--- src/rtl/core_bus_arb_pkg.sv ---
// core_bus_arb_pkg
//   Shared types and constants for the two-master core bus arbiter.
//   - addr_t        : core address word (AW = 32)
//   - arb_state_t   : arbiter FSM encoding (idle, I granted, D granted)
//   - ARB_MAX_HOLD_DEF : default number of acks the owner may take while
//                        the other master waits before a forced handoff
package core_bus_arb_pkg;

    typedef logic [31:0] addr_t;

    typedef enum logic [1:0] {
        ARB_IDLE  = 2'd0,
        ARB_GNT_I = 2'd1,
        ARB_GNT_D = 2'd2
    } arb_state_t;

    localparam int ARB_MAX_HOLD_DEF = 8;

endpackage

--- src/rtl/core_bus_arb.sv ---
// core_bus_arb
//   Two-master Wishbone arbiter: instruction fetch (I) and data memory (D)
//   share one memory slave port. D wins simultaneous requests; a bounded
//   hold counter forces a handoff so neither master starves the other.
//
// Ports
//   clk, rst                 : core clock, synchronous active-high reset
//   i_cyc/stb/we/adr/dat_mo  : I master request
//   i_ack, i_dat_so          : I master response (0 unless I is granted)
//   d_cyc/stb/we/adr/dat_mo  : D master request
//   d_ack, d_dat_so          : D master response (0 unless D is granted)
//   s_cyc/stb/we/adr/dat_mo  : request forwarded to the slave
//   s_ack, s_dat_so          : slave response
//   gnt                      : registered one-hot grant {D,I}; also the
//                              externally visible FSM state (00 = idle)
//
// Handshake: a master holds cyc/stb/adr until it sees its ack; the ack
// cycle completes the transfer. One request is outstanding at a time.
module core_bus_arb
    import core_bus_arb_pkg::*;
#(
    parameter int AW       = 32,
    parameter int DW       = 32,
    parameter int MAX_HOLD = ARB_MAX_HOLD_DEF
) (
    input  logic          clk,
    input  logic          rst,
    input  logic          i_cyc,
    input  logic          i_stb,
    input  logic          i_we,
    input  logic [AW-1:0] i_adr,
    input  logic [DW-1:0] i_dat_mo,
    output logic          i_ack,
    output logic [DW-1:0] i_dat_so,
    input  logic          d_cyc,
    input  logic          d_stb,
    input  logic          d_we,
    input  logic [AW-1:0] d_adr,
    input  logic [DW-1:0] d_dat_mo,
    output logic          d_ack,
    output logic [DW-1:0] d_dat_so,
    output logic          s_cyc,
    output logic          s_stb,
    output logic          s_we,
    output logic [AW-1:0] s_adr,
    output logic [DW-1:0] s_dat_mo,
    input  logic          s_ack,
    input  logic [DW-1:0] s_dat_so,
    output logic [1:0]    gnt
);

    // A zero-width counter is illegal, so MAX_HOLD=0 keeps one unused bit.
    localparam int HOLD_W = (MAX_HOLD > 0) ? $clog2(MAX_HOLD + 1) : 1;
    localparam logic [HOLD_W-1:0] HOLD_MAX  = HOLD_W'(MAX_HOLD);
    localparam logic [HOLD_W-1:0] HOLD_LAST = HOLD_W'((MAX_HOLD > 0) ? MAX_HOLD - 1 : 0);

    arb_state_t        state_q, state_d;
    logic [HOLD_W-1:0] hold_q, hold_d;
    logic [1:0]        gnt_q;
    logic              other_cyc;
    logic              handoff;

    always_ff @(posedge clk) begin
        if (rst) begin
            state_q <= ARB_IDLE;
            hold_q  <= '0;
            gnt_q   <= 2'b00;
        end else begin
            state_q <= state_d;
            hold_q  <= hold_d;
            gnt_q   <= {state_d == ARB_GNT_D, state_d == ARB_GNT_I};
        end
    end

    assign gnt = gnt_q;

    always_comb begin
        state_d   = state_q;
        hold_d    = hold_q;
        other_cyc = 1'b0;
        handoff   = 1'b0;
        s_cyc     = 1'b0;
        s_stb     = 1'b0;
        s_we      = 1'b0;
        s_adr     = '0;
        s_dat_mo  = '0;
        i_ack     = 1'b0;
        i_dat_so  = '0;
        d_ack     = 1'b0;
        d_dat_so  = '0;

        case (state_q)
            ARB_GNT_I: begin
                other_cyc = d_cyc;
                s_cyc     = i_cyc;
                s_stb     = i_stb;
                s_we      = i_we;
                s_adr     = i_adr;
                s_dat_mo  = i_dat_mo;
                // Gate with cyc so a stray slave ack never reaches an idle master.
                i_ack     = i_cyc & s_ack;
                i_dat_so  = s_dat_so;
            end
            ARB_GNT_D: begin
                other_cyc = i_cyc;
                s_cyc     = d_cyc;
                s_stb     = d_stb;
                s_we      = d_we;
                s_adr     = d_adr;
                s_dat_mo  = d_dat_mo;
                d_ack     = d_cyc & s_ack;
                d_dat_so  = s_dat_so;
            end
            default: ;
        endcase

        // The handoff fires on the owner's last allowed ack; that ack is still
        // delivered to the owner above, so the transfer completes before the
        // grant moves at this edge.
        handoff = (MAX_HOLD != 0) && other_cyc && s_ack && (hold_q == HOLD_LAST);

        case (state_q)
            ARB_IDLE: begin
                if (d_cyc)      state_d = ARB_GNT_D;
                else if (i_cyc) state_d = ARB_GNT_I;
            end
            ARB_GNT_I: begin
                if (!i_cyc)       state_d = d_cyc ? ARB_GNT_D : ARB_IDLE;
                else if (handoff) state_d = ARB_GNT_D;
            end
            ARB_GNT_D: begin
                if (!d_cyc)       state_d = i_cyc ? ARB_GNT_I : ARB_IDLE;
                else if (handoff) state_d = ARB_GNT_I;
            end
            default: state_d = ARB_IDLE;
        endcase

        if ((state_q == ARB_IDLE) || (state_d != state_q)) begin
            hold_d = '0;
        end else if (s_ack && other_cyc && (hold_q != HOLD_MAX)) begin
            hold_d = hold_q + 1'b1;
        end
    end

endmodule
--- config.mk ---
export PLATFORM = sky130hd
export DESIGN_NAME = core_bus_arb
export DESIGN_NICKNAME = d
export VERILOG_FILES = /design/src/rtl/core_bus_arb_pkg.sv /design/src/rtl/core_bus_arb.sv
export SDC_FILE = /design/constraint.sdc
export NUM_CORES = 1
export LEC_CHECK = 0
export BUFFER_PORTS_ARGS = -buffer_cell sky130_fd_sc_hd__clkbuf_2
export CORE_AREA = 2 2 119 121
export CTS_CLUSTER_DIAMETER = 150
export DETAILED_ROUTE_END_ITERATION = 16
export DIE_AREA = 0 0 121 123
export SLEW_MARGIN = 20
export SYNTH_ARGS = -nofsm -noshare
export SYNTH_HDL_FRONTEND = slang
export SYNTH_SLANG_ARGS = --single-unit
export TNS_END_PERCENT = 10
--- constraint.sdc ---
create_clock -name clk -period 3.1 [get_ports clk]
set_input_delay 0.155 -clock clk [delete_from_list [all_inputs] [get_ports clk]]
set_output_delay 0.155 -clock clk [all_outputs]
set_load 0.005 [all_outputs]
==> results.md, run 1 <==
* R2R setup slack at 610 ps
* Ys Warns at 0
* Starting Density at 0.1495
* Synth-to-Final Area Change at 86.96%
* Clock latency on the worst-skew pair at 230 ps
* Vias/cell at 4.227
* WP data required at about 3200 ps
* Grt ovf at 0
* Critical path buffers and inverters at 1
* Largest area contributor in the netlist: a22oi_1
* Post-Syn Area at just over 2000 um2
* Setup crit end kind: register
* Slew headroom at 0.6713
* Final TNS setup at 0 ps
* IO Port Bufs at about 300
* Die height at about 120 um
* CTS root buf: clkbuf_16
* Min Tclk post-route at 2486 ps
* Drt wl/cell at 12.88 um
* 1st-iter DRT viols at between 100 and 150
* Synth top area cells: a22oi_1, nor2b_1, and2_1, dfxtp_1, clkbuf_1
* Dpl ws at 609.0 ps
* Clock skew at between 0.6 and 0.7 ps
* Post-synth top area share at 0.2435
* R2R cell count at 7
* Rows at 43
* Total CTS buffers at 3
* Die Area at 14880 um2
* Post-synthesis register bit count at 8
* Slowest CP cell: ha_2
* Clock transition at path regs at 30 ps
* CTS tree: done
* RSZ-0062 raised after global routing: no
* Core Footprint at 13610 um2
* CP Launch Type: register
* Critical path origin: state_q[1]$_SDFF_PP0_
* Mapped Avg Cell Area at 6.967 um2
* Sequential area share after synthesis at 0.07872
* Final net count at between 700 and 800
* Crit path kind: register to register
* FMAX at 0.4022 GHz
* Levels on crit path at 7
* Final hold violations at 0
* Vias in the first global route at 2709
* Power Dens Cells at ~220 nW/um2
* Drt pass-1 iters at 5
* Worst slew pin tran at 488.7 ps
* Crit Reg-Reg Startpoint: state_q[1]$_SDFF_PP0_
* Most used DFF post-synth: dfxtp_1
* Hold Buf Count CTS at 0
* First-pass GRT wire length at 13520 um
* Layout cells sized above 1 at 0.5620
* Critical Path Max Stage Delay at 510 ps
* Setup Fix Bufs, Post-CTS at 0
* Part of the cycle the worst path needs at 0.8021
* Antenna viol nets, final at 0
* HP Class: input pin to register
* Pin count of the biggest net entering global routing at 56
* Crit path capture: gnt[0]$_SDFF_PP0_
* Die width at 121 um
* VDD IR max at 150.7 uV
* Fin area at 3804 um2
* Final WL at between 9000 and 10000 um
* Via count at 3183
* Family with the most delay on the worst path: simple AND/OR/NAND/NOR gates
* Initial antenna violation count at 0
* FFs w/ async S/R, synth at 0
* CTS max path bufs at 2
* RR Endpoint: gnt[0]$_SDFF_PP0_
* Distinct cells, synth at 33
* CTS H-tree depth at 1
* Fin. max-slew vios at 0
* Status: finished clean
* CP max FO at 15
* Residual DRC at 0
* Critical Path AT at 2630 ps
* CTS sink cnt at 8
* Final Wtd Congestion at 0.7513
* I/O pin count at 304
* Leakage Power at 1.957 nW
* Tot GR Track Use at 0.1113
* Post-CTS Resized at 0
* DP Area at 3729 um2
* Number of fillers in the final layout at 1520
* CP cell instances: inv_1, ha_2, nand3_1, nor3_4, o221ai_2, a221oi_2, nor4b_2
* Syn Inst Count at slightly below 300
* Inserted Diodes at 0
* Fin worst setup slack at 613.6 ps
* Tot Pwr at 0.8435 mW
* Finish-stage setup viols at 0
* EDFF count, synth at 0
* Top post-synthesis cells by count: a22oi_1, nor2b_1, and2_1
* Max Cap Viol at 0
* Hpwl dp at 8231 um
* Synthesized Nets at 467
-- state kept, by name (all words and copies together), names as in the netlist --
register	flops
gnt	2
hold_q	4
state_q	2
-- cell families after synthesis --
| logic type | share of synthesized area |
|---|---|
| AO/OA/AOI/OAI | 0.3069 |
| XOR/XNOR | 0.008612 |
| adder cells (fa/ha/maj) | 0.03690 |
| buffers and inverters | 0.06642 |
| flip-flops | 0.07872 |
| multiplexers | 0.01968 |
| AND/OR/NAND/NOR | 0.4828 |
-- placed cells by master, fill, tap and decap left out, drive strengths merged, types with 2 or more instances in the layout --
| cell type | count |
|---|---|
| nor2b | 66 |
| inv | 6 |
| nor2 | 4 |
| dfxtp | 8 |
| clkbuf | 306 |
| nand3 | 2 |
| and3 | 2 |
| a21oi | 2 |
| and2 | 64 |
| ha | 6 |
| mux2i | 4 |
| nor3 | 8 |
| nand2b | 2 |
| nor4b | 3 |
| buf | 5 |
| nand2 | 4 |
| a21boi | 2 |
| xnor2 | 2 |
| a22oi | 67 |
-- layer usage --
layer  vias to the layer above  GRT usage  part of all wire
met5                         -          0                 0
met4                         0    0.01526            0.0062
met3                         4    0.02030              0.10
met2                       189     0.2068              0.51
met1                      1398     0.1361              0.38
li1                       1592          -                 -
-- layout make-up --
class | instances | area [um2] | area share
clock buffers | 3 | 75.07 | 0.01974
flip-flops and latches | 8 | 160.2 | 0.04211
multi-input cells | 248 | 1767 | 0.4645
inverters | 6 | 22.52 | 0.005921
well taps | 180 | 225.2 | 0.05921
repair buffers | 308 | 1554 | 0.4086
-- through the flow --
stage | hold WS [ps] | cells | util
final | 195.6 | 753 | 0.2794
after global routing | 211.4 | 753 | 0.2794
after CTS | 194.8 | 753 | 0.2794
after detailed placement | 431.4 | 750 | 0.2739
after global placement | 421.0 | 750 | 0.2739
after floorplan | 229.2 | 292 | -
-- worst reg2reg max path, cell delays in order, from the launching register on --
cell	delay (ps)
dfxtp_1	460
inv_1	170
ha_2	510
nand3_1	220
nor3_4	320
o221ai_2	160
a221oi_2	310
nor4b_2	240
-- worst min path at each step --
stage	slack (ps)	to	cells after the start	start
2_1_floorplan	230	gnt[0]$_SDFF_PP0_	1	rst
3_3_place_gp	420	gnt[0]$_SDFF_PP0_	2	rst
3_5_place_dp	430	gnt[0]$_SDFF_PP0_	2	rst
4_1_cts	190	gnt[0]$_SDFF_PP0_	2	rst
5_1_grt	210	gnt[1]$_SDFF_PP0_	2	rst
6_report	200	gnt[0]$_SDFF_PP0_	2	rst
-- report_power, final --
group	switching [mW]	internal [mW]	leakage (nW)
logic	0.253	0.268	1.85
registers	0.00573	0.108	0.0651
clock network	0.0438	0.166	0.0370
total	0.302	0.541	1.96
Note: power is estimated with default switching activity, not from simulation.
==> run 2, diff against run 1 <==
- ABC_AREA: unset -> 1
- clock period: 3.1 -> 2.1 ns (I/O delays scaled with it)
==> results.md, run 2 <==
* Tot Pwr at between 1.5 and 2 mW
* Post-CTS Resized at 0
* Drt wl/cell at 10.55 um
* VDD IR max at 303.5 uV
* CTS sink cnt at 8
* Critical Path AT at between 1500 and 2000 ps
* Pin count of the biggest net entering global routing at 52
* Rows at 43
* Synthesized Nets at 618
* Die height at 123 um
* Syn Inst Count at 443
* Count leader, synth: nand2_1
* Ys Warns at 0
* Critical Path Max Stage Delay at 450 ps
* Final WL at 9605 um
* Largest Register: hold_q
* CP max FO at between 40 and 50
* Family with the most delay on the worst path: buffers and inverters
* CP Launch Type: register
* Vias/cell at 3.898
* Slowest CP cell: dfxtp_1
* Vias in the first global route at 2999
* Antenna viol nets, final at 0
* CTS root buf: clkbuf_16
* Dpl cells at 907
* Via count at 3547
* Global Route met1 Usage at 0.1432
* Distinct cells, synth at 23
* Final hold violations at 0
* Dpl ws at 246.8 ps
* Final TNS setup at 0 ps
* Highest-count cells in the layout ignoring fill and taps: clkbuf_2, nand2_1, inv_1
* Final Wtd Congestion at 0.8267
* Fin worst setup slack at 133.0 ps
* Setup crit end kind: output pin
* I/O pin count at 304
* Residual DRC at 0
* Reg area at 160.2 um2
* Grt ovf at 0
* Finish-stage setup viols at 0
* Clock skew at 1.492 ps
* Drt pass-1 iters at 4
* Inserted Diodes at 0
* Leakage Power at ~2.6 nW
* Power Dens Cells at 394.6 nW/um2
* FFs w/ async S/R, synth at 0
* CTS tree: done
* DP Area at 3866 um2
* IO Port Bufs at 303
* Slew headroom at 0.8058
* Synth-to-Final Area Change at 89.64%
* Met3 Track Usage GR at 0.01384
* Most Crowded Layer GR: met2
* Die width at 121 um
* Worst slew pin tran at 290.9 ps
* Hpwl dp at ~8000 um
* Fin. max-slew vios at 0
* Final net count at 907
* Multi-input logic area at between 1500 and 2000 um2
* Fin util at 0.2895
* Hold Buf Count CTS at 0
* Setup Fix Bufs, Post-CTS at 0
* Max Cap Viol at 0
* Largest area contributor in the netlist: nand2_1
* Post-synthesis register bit count at 8
* WP data required at around 2000 ps
* 1st-iter DRT viols at 114
* Final cell count without fillers at 910
* Starting Density at 0.1527
* Hold slack at approximately 100 ps
* CP cell instances: inv_1, ha_1, inv_2, buf_12, a21oi_1, clkbuf_2
* Min Tclk post-route at between 1500 and 2000 ps
* Core Footprint at 13610 um2
* Clock latency on the worst-skew pair at 230 ps
* Sequential area share after synthesis at 0.07706
* Die Area at 14880 um2
* Fin area at 3941 um2
* EDFF count, synth at 0
* Max reg flops at 4
* Tot GR Track Use at 0.1116
* CTS max path bufs at 2
* Met2 global-route usage at 0.2019
* RSZ-0062 raised after global routing: no
* Number of fillers in the final layout at ~1600
* First-pass GRT wire length at 13810 um
* Commonest non-fill, non-tap cell in the layout: clkbuf_2
* Synth top area cells: nand2_1, a21oi_1, inv_1, dfxtp_1, clkbuf_1
* Mapped Avg Cell Area at 4.691 um2
* Status: finished clean
* Post-synth top area share at 0.3811
* Post-Syn Area at a little over 2000 um2
* HP Class: input pin to register
* Part of the cycle the worst path needs at 0.9367
* Crit path kind: register to output pin
* FMAX at ~0.51 GHz
* Top post-synthesis cells by count: nand2_1, inv_1, a21oi_1
* Critical path buffers and inverters at 4
* Initial antenna violation count at 0
* Layout cells sized above 1 at 0.4658
* Most used DFF post-synth: dfxtp_1
* CTS H-tree depth at 1
* Clock transition at path regs at 40 ps
* Total CTS buffers at 3
## run 2: path summary, 6_finish.rpt
check	from	to	slack (ps)	cells after the start
worst max-delay path	state_q[0]$_SDFF_PP0_	s_adr[9]	130	6
worst max register to register	state_q[0]$_SDFF_PP0_	hold_q[3]$_SDFFE_PP0P_	230	12
worst min-delay path	rst	state_q[0]$_SDFF_PP0_	100	2
worst min register to register	hold_q[0]$_SDFFE_PP0P_	hold_q[0]$_SDFFE_PP0P_	600	3
## run 2: worst register-to-register path, stage by stage (launching register included)
cell	delay (ps)
dfxtp_1	450
inv_1	100
ha_1	320
nand2_1	60
inv_1	140
nand3_4	110
nand2_1	70
nand2_1	60
nand2_2	90
nand2_2	80
nand2_2	80
nand2_2	100
nor3_2	150
## run 2: power breakdown
part | switching [mW] | internal (mW) | leakage, nW
logic | 0.616 | 0.448 | 2.45
registers | 0.00685 | 0.163 | 0.0651
clock network | 0.0770 | 0.246 | 0.0370
## run 2: final cells by class
cell class | instances | area share
Inverter | 80 | 0.07619
Timing Repair Buffer | 313 | 0.4197
Sequential cell | 8 | 0.04064
Multi-Input combinational cell | 326 | 0.3873
Clock buffer | 3 | 0.01905
Tap cell | 180 | 0.05714
## run 2: layer usage
| metal | part of all wire | routed length, um | up-vias |
|---|---|---|---|
| li1 | - | - | 1888 |
| met1 | 0.42 | 4014 | 1476 |
| met2 | 0.49 | 4737 | 178 |
| met3 | 0.083 | 795 | 5 |
| met4 | 0.0060 | 58 | 0 |
| met5 | 0 | 0 | - |
## run 2: logic make-up after synthesis
group           count (synthesis)  share of synthesized area
simple gates                  244                     0.4871
buf+inv                       109                     0.2005
compound gates                 74                     0.1908
flops                           8                    0.07706
fa+ha+maj                       6                    0.03612
xor+xnor                        2                   0.008430
==> run 3, diff against run 2 <==
- SETUP_SLACK_MARGIN: unset -> 0.15
==> results.md, run 3 (same netlist as run 2, synthesis figures left out) <==
* Status: finished clean
* Residual DRC at 0
* CTS root buf: clkbuf_16
* Min Tclk post-route at 1831 ps
* Die width at 121 um
* Vias in the first global route at 3002
* CP Launch Type: register
* Highest-count cells in the layout ignoring fill and taps: clkbuf_2, nand2_1, inv_1
* Post-CTS Resized at 1
* Inserted Diodes at 0
* IO Port Bufs at 303
* Fin. max-slew vios at 0
* WHS Path Cells at 2
* Final TNS setup at 0 ps
* R2R cell count at 12
* Commonest non-fill, non-tap cell in the layout: clkbuf_2
* Antenna viol nets, final at 0
* Rows at 43
* RSZ-0062 raised after global routing: no
* Max reg flops at 4
* Core Footprint at 13610 um2
* FMAX at 0.5460 GHz
* Setup Fix Bufs, Post-CTS at 0
* Finish-stage setup viols at 0
* CTS sink cnt at 8
* Number of fillers in the final layout at roughly 1600
* Clock skew at 1.179 ps
* Clock latency on the worst-skew pair at 230 ps
* Via count at 3557
* Pin count of the biggest net entering global routing at 52
* First-pass GRT wire length at approximately 14000 um
* Wire length on met1 at about 4000 um
* Slew headroom at 0.8487
* CTS tree: done
* CTS H-tree depth at 1
* Tot GR Track Use at 0.1116
* Max Cap Viol at 0
* Largest Register: hold_q
* Leakage Power at 2.551 nW
* Clock transition at path regs at 40 ps
* 1st-iter DRT viols at ~110
* R2R setup slack at 330 ps
* Vias/cell at 3.909
* Hold Buf Count CTS at 0
* Initial antenna violation count at 0
* Critical Path AT at between 1500 and 2000 ps
* Final net count at 907
* Max layer used: met4
* Setup crit end kind: output pin
* Die height at 123 um
* Die Area at 14880 um2
* Met3 WL at 777 um
* Worst slew pin tran at 225.1 ps
* I/O pin count at 304
* Hpwl dp at 8003 um
* HP Class: input pin to register
* CP max FO at 51
* Synth-to-Final Area Change at 89.83%
* WP data required at 2000 ps
* Layout cells sized above 1 at 0.4685
* Drt pass-1 iters at 4
* Met2 Wirelength at 4741 um
* Final hold violations at 0
* Final Wtd Congestion at just over 0.8
* Power Dens Cells at 395.0 nW/um2
* Grt ovf at 0
* Hold slack at 97.00 ps
* Part of the cycle the worst path needs at 0.8721
* Drt wl/cell at 10.56 um
* Total CTS buffers at 3
* CTS max path bufs at 2
* Starting Density at 0.1527
* Final WL at 9607 um
* VDD IR max at 294.2 uV
* Crit path kind: register to output pin
==> run 3: cell count changes in the layout (fill, tap and decap cells not counted) <==
cell	delta
inv_4	+1
inv_1	-1
dfxtp_2	+1
dfxtp_1	-1
==> run 3: report_power, final <==
group          total, mW  internal [mW]  leakage [nW]  switching [mW]
combinational       1.07          0.450          2.45           0.616
clock              0.322          0.246        0.0370          0.0767
sequential         0.170          0.163        0.0655         0.00675
==> run 3: worst paths after layout <==
kind | from | to
max | state_q[0]$_SDFF_PP0_ | s_dat_mo[30]
min | rst | state_q[0]$_SDFF_PP0_
max reg2reg | state_q[0]$_SDFF_PP0_ | hold_q[3]$_SDFFE_PP0P_
min reg2reg | hold_q[0]$_SDFFE_PP0P_ | hold_q[0]$_SDFFE_PP0P_
==> run 3: cell type report <==
class	count	area [um2]	area share
Sequential cell	8	161.4	0.04091
Multi-Input combinational cell	326	1526	0.3869
Tap cell	180	225.2	0.05709
Clock buffer	3	75.07	0.01903
Inverter	80	302.8	0.07675
Timing Repair Buffer	313	1654	0.4193
==> run 3: critical path, cell delays in order (launching register included) <==
cell and delay, ps:
dfxtp_2 350, inv_1 80, buf_4 140, ha_4 180, buf_12 220, nand2_1 80, a21oi_1 230, clkbuf_2 170
==> run 3: stage by stage <==
| step | instances | power, mW | area [um2] | utilization | setup WS, ps |
|---|---|---|---|---|---|
| CTS | 910 | 1.581 | 3944 | 0.2897 | 186.5 |
| floorplan | 443 | 0.6978 | 2078 | - | 449.3 |
| finish | 910 | 1.558 | 3945 | 0.2898 | 268.6 |
| detailed placement | 907 | 1.245 | 3866 | 0.2840 | 246.8 |
| global route | 910 | 1.702 | 3945 | 0.2898 | 155.3 |
| global placement | 907 | 1.247 | 3866 | 0.2840 | 294.3 |
==> run 3: per-layer routing <==
metal	vias to the layer above	track usage
met5	-	0
met4	0	0.01962
met3	5	0.01384
met2	178	0.2019
met1	1487	0.1432
li1	1887	-
